==> config.mk <==
export PLATFORM = sky130hd
export DESIGN_NAME = mem_bus_if
export DESIGN_NICKNAME = d
export VERILOG_FILES = /design/src/rtl/mem_bus_if.sv
export SDC_FILE = /design/constraint.sdc
export NUM_CORES = 1
export LEC_CHECK = 0
export BUFFER_PORTS_ARGS = -buffer_cell sky130_fd_sc_hd__buf_4
export CAP_MARGIN = 30
export CELL_PAD_IN_SITES_DETAIL_PLACEMENT = 1
export CELL_PAD_IN_SITES_GLOBAL_PLACEMENT = 2
export CORE_MARGIN = 2
export CORE_UTILIZATION = 30
export DETAILED_ROUTE_END_ITERATION = 8
export PLACE_DENSITY = 0.87
export SYNTH_ARGS = -nofsm -noshare
export SYNTH_HDL_FRONTEND = slang
export SYNTH_SLANG_ARGS = --single-unit
==> constraint.sdc <==
create_clock -name clk_i -period 1.95 [get_ports clk_i]
set_input_delay 0.39 -clock clk_i [delete_from_list [all_inputs] [get_ports clk_i]]
set_output_delay 0.39 -clock clk_i [all_outputs]
set_load 0.1 [all_outputs]
==> src/rtl/mem_bus_if.sv <==
// Multiplexed address/data memory bus master.
// A request sampled in IDLE runs an ADDR, SETUP, DATA (wait-extended), FINISH
// sequence on the pads. Every output comes straight from a flop; the output
// flops are loaded from the next state, so they change together with the state.
module mem_bus_if #(
  parameter int DATA_W = 16
) (
  input  logic              clk_i,
  input  logic              rst_i,
  input  logic              req_i,
  input  logic              wr_i,
  input  logic [DATA_W-1:0] addr_i,
  input  logic [DATA_W-1:0] wdata_i,
  input  logic              nwait_i,
  input  logic [DATA_W-1:0] adin_i,
  output logic [DATA_W-1:0] adout_o,
  output logic              adoe_o,
  output logic              ale_o,
  output logic              nme_o,
  output logic              noe_o,
  output logic              nwe_o,
  output logic [DATA_W-1:0] rdata_o,
  output logic              ack_o,
  output logic              busy_o,
  output logic              buserr_o
);

  localparam logic [2:0] S_IDLE   = 3'd0;
  localparam logic [2:0] S_ADDR   = 3'd1;
  localparam logic [2:0] S_SETUP  = 3'd2;
  localparam logic [2:0] S_DATA   = 3'd3;
  localparam logic [2:0] S_FINISH = 3'd4;

  localparam logic [3:0] WAIT_MAX = 4'd15;

  logic [2:0]        state_q, state_d;
  logic [3:0]        cnt_q, cnt_d;
  logic              tmo_q, tmo_d;
  logic              wr_q, wr_d;
  logic [DATA_W-1:0] addr_q, addr_d;
  logic [DATA_W-1:0] wdata_q, wdata_d;
  logic [DATA_W-1:0] rdata_q, rdata_d;
  logic [DATA_W-1:0] adout_q, adout_d;
  logic              adoe_q, adoe_d;
  logic              ale_q, ale_d;
  logic              nme_q, nme_d;
  logic              noe_q, noe_d;
  logic              nwe_q, nwe_d;
  logic              ack_q, ack_d;
  logic              busy_q, busy_d;
  logic              buserr_q, buserr_d;

  // Next-state, capture and wait-counter logic.
  always_comb begin
    state_d = state_q;
    cnt_d   = cnt_q;
    tmo_d   = tmo_q;
    wr_d    = wr_q;
    addr_d  = addr_q;
    wdata_d = wdata_q;
    rdata_d = rdata_q;
    case (state_q)
      S_IDLE: begin
        // Request fields are only looked at here, so changes while busy are ignored.
        if (req_i) begin
          wr_d    = wr_i;
          addr_d  = addr_i;
          wdata_d = wdata_i;
          tmo_d   = 1'b0;
          state_d = S_ADDR;
        end
      end
      S_ADDR:  state_d = S_SETUP;
      S_SETUP: begin
        cnt_d   = 4'd0;
        state_d = S_DATA;
      end
      S_DATA: begin
        if (nwait_i) begin
          if (!wr_q) rdata_d = adin_i;
          state_d = S_FINISH;
        end else if (cnt_q == WAIT_MAX) begin
          // Sixteenth stalled DATA cycle: give up, keep the old read data.
          tmo_d   = 1'b1;
          state_d = S_FINISH;
        end else begin
          cnt_d = cnt_q + 4'd1;
        end
      end
      S_FINISH: state_d = S_IDLE;
      default:  state_d = S_IDLE;
    endcase
  end

  // Pad and handshake outputs decoded from the state being entered.
  always_comb begin
    ale_d    = 1'b0;
    nme_d    = 1'b1;
    noe_d    = 1'b1;
    nwe_d    = 1'b1;
    adoe_d   = 1'b0;
    adout_d  = adout_q;
    ack_d    = 1'b0;
    buserr_d = 1'b0;
    busy_d   = (state_d != S_IDLE);
    case (state_d)
      S_ADDR: begin
        ale_d   = 1'b1;
        adoe_d  = 1'b1;
        adout_d = addr_d;
      end
      S_SETUP: begin
        nme_d   = 1'b0;
        adoe_d  = 1'b1;
        adout_d = addr_d;
      end
      S_DATA: begin
        nme_d = 1'b0;
        if (wr_d) begin
          nwe_d   = 1'b0;
          adoe_d  = 1'b1;
          adout_d = wdata_d;
        end else begin
          noe_d = 1'b0;
        end
      end
      S_FINISH: begin
        ack_d    = 1'b1;
        buserr_d = tmo_d;
      end
      default: ;
    endcase
  end

  // State, capture and output registers; reset returns everything to idle.
  always_ff @(posedge clk_i) begin
    if (rst_i) begin
      state_q  <= S_IDLE;
      cnt_q    <= 4'd0;
      tmo_q    <= 1'b0;
      wr_q     <= 1'b0;
      addr_q   <= '0;
      wdata_q  <= '0;
      rdata_q  <= '0;
      adout_q  <= '0;
      adoe_q   <= 1'b0;
      ale_q    <= 1'b0;
      nme_q    <= 1'b1;
      noe_q    <= 1'b1;
      nwe_q    <= 1'b1;
      ack_q    <= 1'b0;
      busy_q   <= 1'b0;
      buserr_q <= 1'b0;
    end else begin
      state_q  <= state_d;
      cnt_q    <= cnt_d;
      tmo_q    <= tmo_d;
      wr_q     <= wr_d;
      addr_q   <= addr_d;
      wdata_q  <= wdata_d;
      rdata_q  <= rdata_d;
      adout_q  <= adout_d;
      adoe_q   <= adoe_d;
      ale_q    <= ale_d;
      nme_q    <= nme_d;
      noe_q    <= noe_d;
      nwe_q    <= nwe_d;
      ack_q    <= ack_d;
      busy_q   <= busy_d;
      buserr_q <= buserr_d;
    end
  end

  assign adout_o  = adout_q;
  assign adoe_o   = adoe_q;
  assign ale_o    = ale_q;
  assign nme_o    = nme_q;
  assign noe_o    = noe_q;
  assign nwe_o    = nwe_q;
  assign rdata_o  = rdata_q;
  assign ack_o    = ack_q;
  assign busy_o   = busy_q;
  assign buserr_o = buserr_q;

endmodule

==> impl_metrics.toml <==
[die]
rows = 38
die_w_um = 108
initial_core_util_pct = 30.4
die_y_um = 108
dieArea_sq_um = 11700
io_pins = 93
core_sq_um = 10700

[placement]
place_congestion = 0.754
dpl_worst_slack_ns = 0.239
portBuffers = 92
place_area_sq_um = 4090
place_hpwl_um = 6160

[route]
drt_wl_total_um = 8630
drt_first_pass_iters = 4
drt-initial-drc-count = 71
vias_per_cell = 4.67
wl_per_cell_um = 14.6
drc = 0
vias = 2772
final_antenna_net_count = 0

[logic_synthesis]
ys_types = 39
synth_top_cell_by_area = "dfxtp_1"
synth_nets = 409
syn_area_per_cell_sq_um = 9.20
yosys-top-cells-count = "87 x nand2_1, 81 x dfxtp_1, 37 x a21oi_1"
ys_ff_latch = 81
syn-instance-count = 355
yosysMostFrequentCell = "nand2_1"
synth_flop_cell = "dfxtp_1"
yosysWarnings = 0
synth_area_sq_um = 3260
synth-edff-count = 0
synth_area_leaders = "dfxtp_1 50%, nand2_1 10%, mux2i_1 9.8%"
ys_async_sr_fraction_pct = 0
synthDominantCellAreaShare_pct = 49.7
yosysSeqAreaShare_pct = 49.7

[grt]
grt_pass1_wl_um = 14000
grt_usage_pct = 15.5
grt_max_degree = 25
antenna_found_initial = 0
grt_overflow_total = 0
grt_pass1_vias = 2820

[timing]
setup_tns_ns = 0
fmax_mhz = 578
tightest_slew_ns = 0.780
slew_violations = 0
setup_viol = 0
rsz0062_at_grt = "false"
worst_slack_ns = 0.219
finalHoldViolCount = 0
finalCritPeriodShare_pct = 88.8
period_needed_ns = 1.73
relSlewSlack_pct = 48.0
final.setup_skew_ns = 0.0108

[critical_path]
required_ns = 2.22
crit_path_end_kind = "flop"
startpoint_type = "flop"
path_max_fanout = 12
path_class = "reg -> reg"
r2r_cells = 5
arrival_ns = 2.00

[power]
ir_worst_vdd_uv = 339
switching_power_mw = 1.35
power.total_mw = 4.03
p_seq_share_pct = 45.7
combPwrFrac_pct = 24.0
leakage_nw = 1.82
intPower_mw = 2.68
pwr-share-clk_pct = 30.3
p_sw_share_pct = 33.4
power_density_nw_per_um2 = 939

[run_status]
status = "completed"

[layout]
area_growth_pct = 31.4
regArea_sq_um = 1620
n_antenna_cell = 0
fin_area_sq_um = 4290
final_nets = 502
final_util_pct = 39.9
n_fill_cell = 1313
multiInputGateArea_sq_um = 1420
drive_gt1_share_pct = 30.0

[cts]
cts_made_buffers = 9
cts_root_buf = "clkbuf_8"
post_cts_resize_count = 0
clkTransAtPathRegs_ns = 0.08
post_cts_buffers = 0
clk_path_buf_depth = 2
htree_levels = 3
cts_hold_buffers = 0
cts_tree = "done"
clock-sinks = 81
worstSkewPairLatency_ns = 0.35

[hold_path]
hold_class = "in -> reg"
hold_depth = 3

[job]
maxCapViolations = 0
critical path, cell delays in order (launching register included):
cell and delay [ns]:
dfxtp_1 0.60, nand3b_1 0.17, a21oi_1 0.09, a311o_1 0.37
buf_4 0.21, o221ai_1 0.20
kinds of logic (layout without fill, tap and decap cells):
family / count (synthesis) / in the layout / share of synthesized area, %
AND/OR/NAND/NOR: 133 / 133 / 18.2
flip-flops: 81 / 81 / 49.7
AO/OA/AOI/OAI: 64 / 64 / 14.5
buffers and inverters: 42 / 140 / 6.94
multiplexers: 32 / 32 / 9.81
XOR/XNOR: 2 / 2 / 0.537
adder cells (fa/ha/maj): 1 / 1 / 0.383
state kept, by name (all words and copies together) (netlist names):
signal / cells
ack_o: 1
addr_q: 16
adoe_o: 1
adout_o: 16
ale_o: 1
buserr_o: 1
busy_o: 1
cnt_q: 4
nme_o: 1
noe_o: 1
nwe_o: 1
rdata_o: 16
state_q: 3
tmo_q: 1
wdata_q: 16
wr_q: 1
placed cells by master (no fill, tap or decap), types with 2 or more instances in the layout:
master and n:
a21oi_1 37, a31oi_1 2, buf_4 105, clkbuf_8 10, clkinv_2 2, clkinvlp_4 2
dfxtp_1 81, inv_1 18, mux2i_1 32, nand2_1 87, nand3_1 3, nand3b_1 2
nand4_1 3, nor2_1 22, nor2b_1 2, nor3_1 4, o21ai_0 2, o221ai_1 6
o221ai_2 10
per-stage QoR:
step	hold WS [ns]	std cells
3_3_place_gp	0.442	577
2_1_floorplan	0.436	355
4_1_cts	0.226	593
6_report	0.246	593
3_5_place_dp	0.452	577
5_1_grt	0.233	593
layer usage:
metal | wire [um] | GRT usage (%) | up-vias | share of wire, %
li1 | - | - | 1385 | -
met2 | 4060 | 25.4 | 78 | 47
met4 | 118 | 6.04 | 0 | 1.4
met3 | 490 | 3.92 | 9 | 5.7
met5 | 0 | 0 | - | 0
met1 | 3960 | 19.5 | 1300 | 46
area by class of cell:
class | instances | share of cell area, %
inverters | 18 | 1.57
clock inverters | 5 | 1.28
clock buffers | 11 | 3.30
well taps | 140 | 4.08
multi-input cells | 232 | 33.1
flip-flops and latches | 81 | 37.8
repair buffers | 106 | 18.8
power by group through the flow:
| stage | Clock [mW] | Sequential, mW | Combinational, mW |
|---|---|---|---|
| after detailed placement | 0 | 1.88 | 0.979 |
| after global placement | 0 | 1.88 | 0.963 |
| after floorplan | 0 | 2.21 | 0.366 |
| final | 1.22 | 1.84 | 0.966 |
| after CTS | 1.28 | 1.84 | 0.981 |
| after global routing | 1.34 | 1.86 | 1.04 |
final timing paths:
check	start	end	slack, ns
max reg2reg	state_q[0]	adout_o[1]	0.22
min reg2reg	wdata_q[12]	wdata_q[12]	0.46
min	addr_i[15]	adout_o[15]	0.25
max	state_q[0]	adout_o[1]	0.22
(Power assumes the default switching activity.)
